===== config.mk =====
export PLATFORM = sky130hd
export DESIGN_NAME = tile_raster_seq
export DESIGN_NICKNAME = d
export VERILOG_FILES = /design/src/rtl/tile_raster_seq.sv
export SDC_FILE = /design/constraint.sdc
export NUM_CORES = 1
export LEC_CHECK = 0
export CORE_ASPECT_RATIO = 0.9
export CORE_UTILIZATION = 51
export DETAILED_ROUTE_END_ITERATION = 10
export PLACE_DENSITY = 0.89
export RECOVER_POWER = 100
export SLEW_MARGIN = 5
export SYNTH_ARGS = -nofsm -noshare
export SYNTH_HDL_FRONTEND = slang
export SYNTH_SLANG_ARGS = --single-unit

===== constraint.sdc =====
create_clock -name clock -period 6.05 [get_ports clock]
set_input_delay 1.21 -clock clock [delete_from_list [all_inputs] [get_ports clock]]
set_output_delay 1.21 -clock clock [all_outputs]
set_load 0.01 [all_outputs]

===== src/rtl/tile_raster_seq.sv =====
// Raster scanner for one 2^TILE_LOG2 square tile: walks pixel positions, forwards covered ones over a valid/ready handshake.
// Optional ROW_EARLY_EXIT_EN: convex-row early exit (first miss after a hit ends the row).
module tile_raster_seq #(
  parameter int TILE_LOG2 = 5
) (
  input  logic                    clock,
  input  logic                    reset_n,
  input  logic                    start,
  input  logic [10-TILE_LOG2:0]   tile_x,
  input  logic [10-TILE_LOG2:0]   tile_y,
  output logic [10:0]             x_ps,
  output logic [10:0]             y_ps,
  input  logic                    in_tri,
  output logic                    pix_valid,
  input  logic                    pix_ready,
  output logic [10:0]             pix_x,
  output logic [10:0]             pix_y,
  output logic                    busy,
  output logic                    done,
  output logic [2*TILE_LOG2:0]    hit_count
);

  localparam logic [TILE_LOG2-1:0] ONE_T = TILE_LOG2'(1);
  localparam logic [2*TILE_LOG2:0] ONE_H = (2*TILE_LOG2+1)'(1);

  typedef enum logic [1:0] {IDLE, SCAN, DRAIN, DONE} state_t;

  state_t                  r_state, w_state_nxt;
  logic [10-TILE_LOG2:0]   r_tx, r_ty;
  logic [TILE_LOG2-1:0]    r_row, r_col;
  logic                    r_pix_valid;
  logic [10:0]             r_pix_x, r_pix_y;
  logic [2*TILE_LOG2:0]    r_hit;
`ifdef ROW_EARLY_EXIT_EN
  logic                    r_row_hit;
`endif

  logic w_adv, w_end_row, w_accept, w_step, w_drain_clr;

  always_ff @(posedge clock or negedge reset_n) begin
    if (!reset_n) r_state <= IDLE;
    else          r_state <= w_state_nxt;
  end

  always_comb begin
    w_state_nxt = r_state;
    w_accept    = 1'b0;
    w_step      = 1'b0;
    w_drain_clr = 1'b0;
    w_adv       = !r_pix_valid || pix_ready;
`ifdef ROW_EARLY_EXIT_EN
    w_end_row   = (&r_col) || (r_row_hit && !in_tri);
`else
    w_end_row   = &r_col;
`endif
    case (r_state)
      IDLE: begin
        if (start) begin
          w_accept    = 1'b1;
          w_state_nxt = SCAN;
        end
      end
      SCAN: begin
        if (w_adv) begin
          w_step = 1'b1;
          if (w_end_row && (&r_row)) w_state_nxt = DRAIN;
        end
      end
      DRAIN: begin
        if (w_adv) begin
          w_drain_clr = 1'b1;
          w_state_nxt = DONE;
        end
      end
      DONE:    w_state_nxt = IDLE;
      default: w_state_nxt = IDLE;
    endcase
  end

  always_ff @(posedge clock or negedge reset_n) begin
    if (!reset_n) begin
      r_tx        <= '0;
      r_ty        <= '0;
      r_row       <= '0;
      r_col       <= '0;
      r_pix_valid <= 1'b0;
      r_pix_x     <= '0;
      r_pix_y     <= '0;
      r_hit       <= '0;
`ifdef ROW_EARLY_EXIT_EN
      r_row_hit   <= 1'b0;
`endif
    end else if (w_accept) begin
      r_tx  <= tile_x;
      r_ty  <= tile_y;
      r_row <= '0;
      r_col <= '0;
      r_hit <= '0;
`ifdef ROW_EARLY_EXIT_EN
      r_row_hit <= 1'b0;
`endif
    end else if (w_step) begin
      // The row index wraps back to 0 after the last row; harmless since SCAN ends there.
      if (w_end_row) begin
        r_col <= '0;
        r_row <= r_row + ONE_T;
      end else begin
        r_col <= r_col + ONE_T;
      end
`ifdef ROW_EARLY_EXIT_EN
      if (w_end_row)   r_row_hit <= 1'b0;
      else if (in_tri) r_row_hit <= 1'b1;
`endif
      r_pix_valid <= in_tri;
      if (in_tri) begin
        r_pix_x <= x_ps;
        r_pix_y <= y_ps;
        r_hit   <= r_hit + ONE_H;
      end
    end else if (w_drain_clr) begin
      r_pix_valid <= 1'b0;
    end
  end

  assign x_ps      = {r_tx, r_col};
  assign y_ps      = {r_ty, r_row};
  assign pix_valid = r_pix_valid;
  assign pix_x     = r_pix_x;
  assign pix_y     = r_pix_y;
  assign hit_count = r_hit;
  assign busy      = (r_state != IDLE);
  assign done      = (r_state == DONE);

endmodule


==> reports/metrics.yaml <==
status:
  run_status: "complete, but fails checks"
  violations_in_the_final_reports: "max-capacitance violations, max-slew violations"
sta:
  fin_setup_tns_ns: 0
  max_slew.worst_pin.slew_ns: 2.97
  layout_setup_ws_ns: 2.43
  timing.hold.ws_ns: 0.491
  fin_crit_sh_pct: 59.9
  hold_viol: 0
  worst_clock_skew_ns: 0.00536
  timing.final.setup_violations: 0
  slew_headroom_pct: -97.9
  report.final.slew_viol_count: 95
  fmax_mhz: 276
  rsz0062_at_grt: "false"
  layout_min_cycle_time_ns: 3.62
floorplanning:
  placement_row_count: 24
  die_area_um2: 5340
  placeableCoreArea_um2: 4860
  pin_count: 75
  initial_utilization_pct: 53.0
  die_width_um: 76.9
  die_h_um: 69.4
setup_path:
  path_max_fanout: 58
  stage_delay_of_the_slowest_cell_on_the_critical_path_ns: 2.08
  timing.critical_path.slowest_stage_cell: "clkbuf_1"
  endpoint_kind: "asynchronous set/reset pin"
  timing.critical_path.cells: "buf_2, clkbuf_1"
  path_delay_family: "buffers and inverters"
  worst-r2r-setup-slack_ns: 3.41
  critical_path_cell_count: 2
  crit_required_ns: 5.83
  critical_path_class: "input pin to asynchronous set/reset pin"
  rr_worst_depth: 6
  startpoint_type: "input pin"
  cp.buffers_inverters: 2
  worst_ep_arrival_time_ns: 3.41
power:
  ir_worst_vdd_mv: 0.163
  power.density_nw_per_um2: 315
  power.static_leakage_nw: 1.82
route:
  routed_via_density: 5.35
  post_drt_antenna_nets: 0
  drc_errors: 0
  violation_count_after_the_first_detailed_routing_iteration: 118
  dr.pass1.iters: 5
  route.vias.total: 2048
  drt-wirelength-per-cell_um: 15.1
  route.final.wire_length_um: 5790
cts:
  cts_inserted_buffers: 9
  holdBufCountCts: 0
  postCtsSetupBuffers: 0
  clock_tree_from_tritoncts: "built"
  cts_resized: 0
  clk_path_buf_depth: 2
  ctsRootBufferMaster: "clkbuf_8"
  cts.reportedPaths.clkPinSlew_ns: 0.06
  number_of_clock_sinks: 58
  cts-htree-levels: 3
  clock_insertion_delay_worst_skew_ns: 0.33
yosys:
  largest_family_of_logic_cells_by_synthesized_area: "simple AND/OR/NAND/NOR gates"
  count_of_yosys_warnings_during_synthesis: 0
  syn-num-nets: 263
  synth-seq-cells: 58
  synthAdderAreaFrac_pct: 4.85
  synth-compound-area-share_pct: 5.44
  post_synthesis_xor_xnor_area_fraction_pct: 2.72
  syn-cell-area_um2: 2580
  synth-async-reset-ratio_pct: 100
  yosysSeqAreaShare_pct: 56.3
  synth_top_flop_cell: "dfrtp_1"
  synth.avg_cell_area_um2: 10.9
  ys_types: 37
  synth_edf_count: 0
  post_synth_and_or_nand_nor_area_fraction_pct: 17.2
  post_synth_mux_area_share_pct: 11.2
  post_synth_inst_count: 236
cells_and_area:
  instances_no_fill: 383
  drive_gt1_share_pct: 13.5
  most_frequent_cells_in_the_layout: "dlygate4sd3_1, dfrtp_1, nand2_1"
  layout.cells.most_common: "dlygate4sd3_1"
  finish.instance_area_um2: 3580
  antennaDiodeCount: 0
  nFillCells: 351
  syn_to_final_growth_pct: 39.0
  nets: 340
global_route:
  grt_pass1_vias: 2047
  grt_first_pass_wirelength_um: 9760
  global_route.usage.total_pct: 24.3
  grt.overflow.total: 0
  pin_count_of_the_biggest_net_entering_global_routing: 59
  antenna_found_initial: 0
worst_hold_path:
  timing.hold.worst.class: "register to register"
  hold_path_depth: 2
flow_run:
  cap_viol_max_count: 2
placed_design:
  detailedPlacementHpwl_um: 3880
  gp_routability_congestion: 0.958
  placement.setup.worst_slack_ns: 2.69
  postPlaceCellArea_um2: 3370
  port-buffer-count: 74
  placedCellCount: 367
## worst paths after layout
kind                             from      endpoint
min                           r_ty[3]       r_ty[3]
max in group clock              start  hit_count[7]
min reg2reg                   r_ty[3]       r_ty[3]
max                           reset_n      r_col[0]
min in group asynchronous     reset_n  hit_count[4]
max reg2reg                r_state[1]  hit_count[7]
## where the power goes
group          switching, W  total, W  internal [W]
Sequential        0.0000588  0.000500      0.000441
Combinational      0.000106  0.000239      0.000133
Clock              0.000148  0.000390      0.000242
## cell usage after synthesis, types with 2 or more instances
cell type	n	area (um^2)
xnor2_1	6	52.6
inv_1	4	15.0
buf_2	2	10.0
o21ai_0	8	40.0
dfrtp_1	58	1450
a31oi_1	2	12.5
or4_1	2	15.0
and3_1	2	12.5
nor4b_1	2	17.5
buf_1	2	7.51
nand4_1	2	12.5
nor4_1	2	12.5
nor3_1	3	15.0
nor2_1	16	60.1
or3_1	2	12.5
xor2_1	2	17.5
mux2i_1	3	30.0
nand3_1	7	35.0
mux2_2	23	259
a21oi_1	11	55.1
ha_1	10	125
clkbuf_1	5	18.8
nand2_1	48	180
## metrics by stage
stage | utilization (%) | total power, W
after floorplan | - | 0.000612
after global placement | 69.3 | 0.000754
after CTS | 73.8 | 0.00116
after detailed placement | 69.3 | 0.000768
final | 73.7 | 0.00113
after global routing | 73.7 | 0.00119
## kinds of logic after synthesis
family	after synthesis
AND/OR/NAND/NOR	95
flip-flops	58
multiplexers	26
AO/OA/AOI/OAI	25
buffers and inverters	14
adder cells (fa/ha/maj)	10
XOR/XNOR	8
## flip-flops by register name, indices dropped and copies added, names as in the netlist
signal	count
hit_count	11
pix_valid	1
pix_x	11
pix_y	11
r_col	5
r_row	5
r_state	2
r_tx	6
r_ty	6
## routing by layer
layer  vias to the layer above  global-route usage (%)  wire length [um]
li1                        972                       -                 -
met1                       989                    30.2              2480
met2                        75                    39.4              2910
met3                        12                    5.00               250
met4                         0                    13.9               144
met5                         -                       0                 0
## final cells by class
| class | count | area (um^2) | share of cell area (%) |
|---|---|---|---|
| Tap cell | 65 | 81.3 | 2.27 |
| Timing Repair Buffer | 76 | 743 | 20.7 |
| Clock buffer | 11 | 141 | 3.95 |
| Multi-Input combinational cell | 164 | 1070 | 30.0 |
| Sequential cell | 58 | 1450 | 40.5 |
| Clock inverter | 5 | 77.6 | 2.16 |
| Inverter | 4 | 15.0 | 0.419 |
Power figures use the tool's default switching activity.
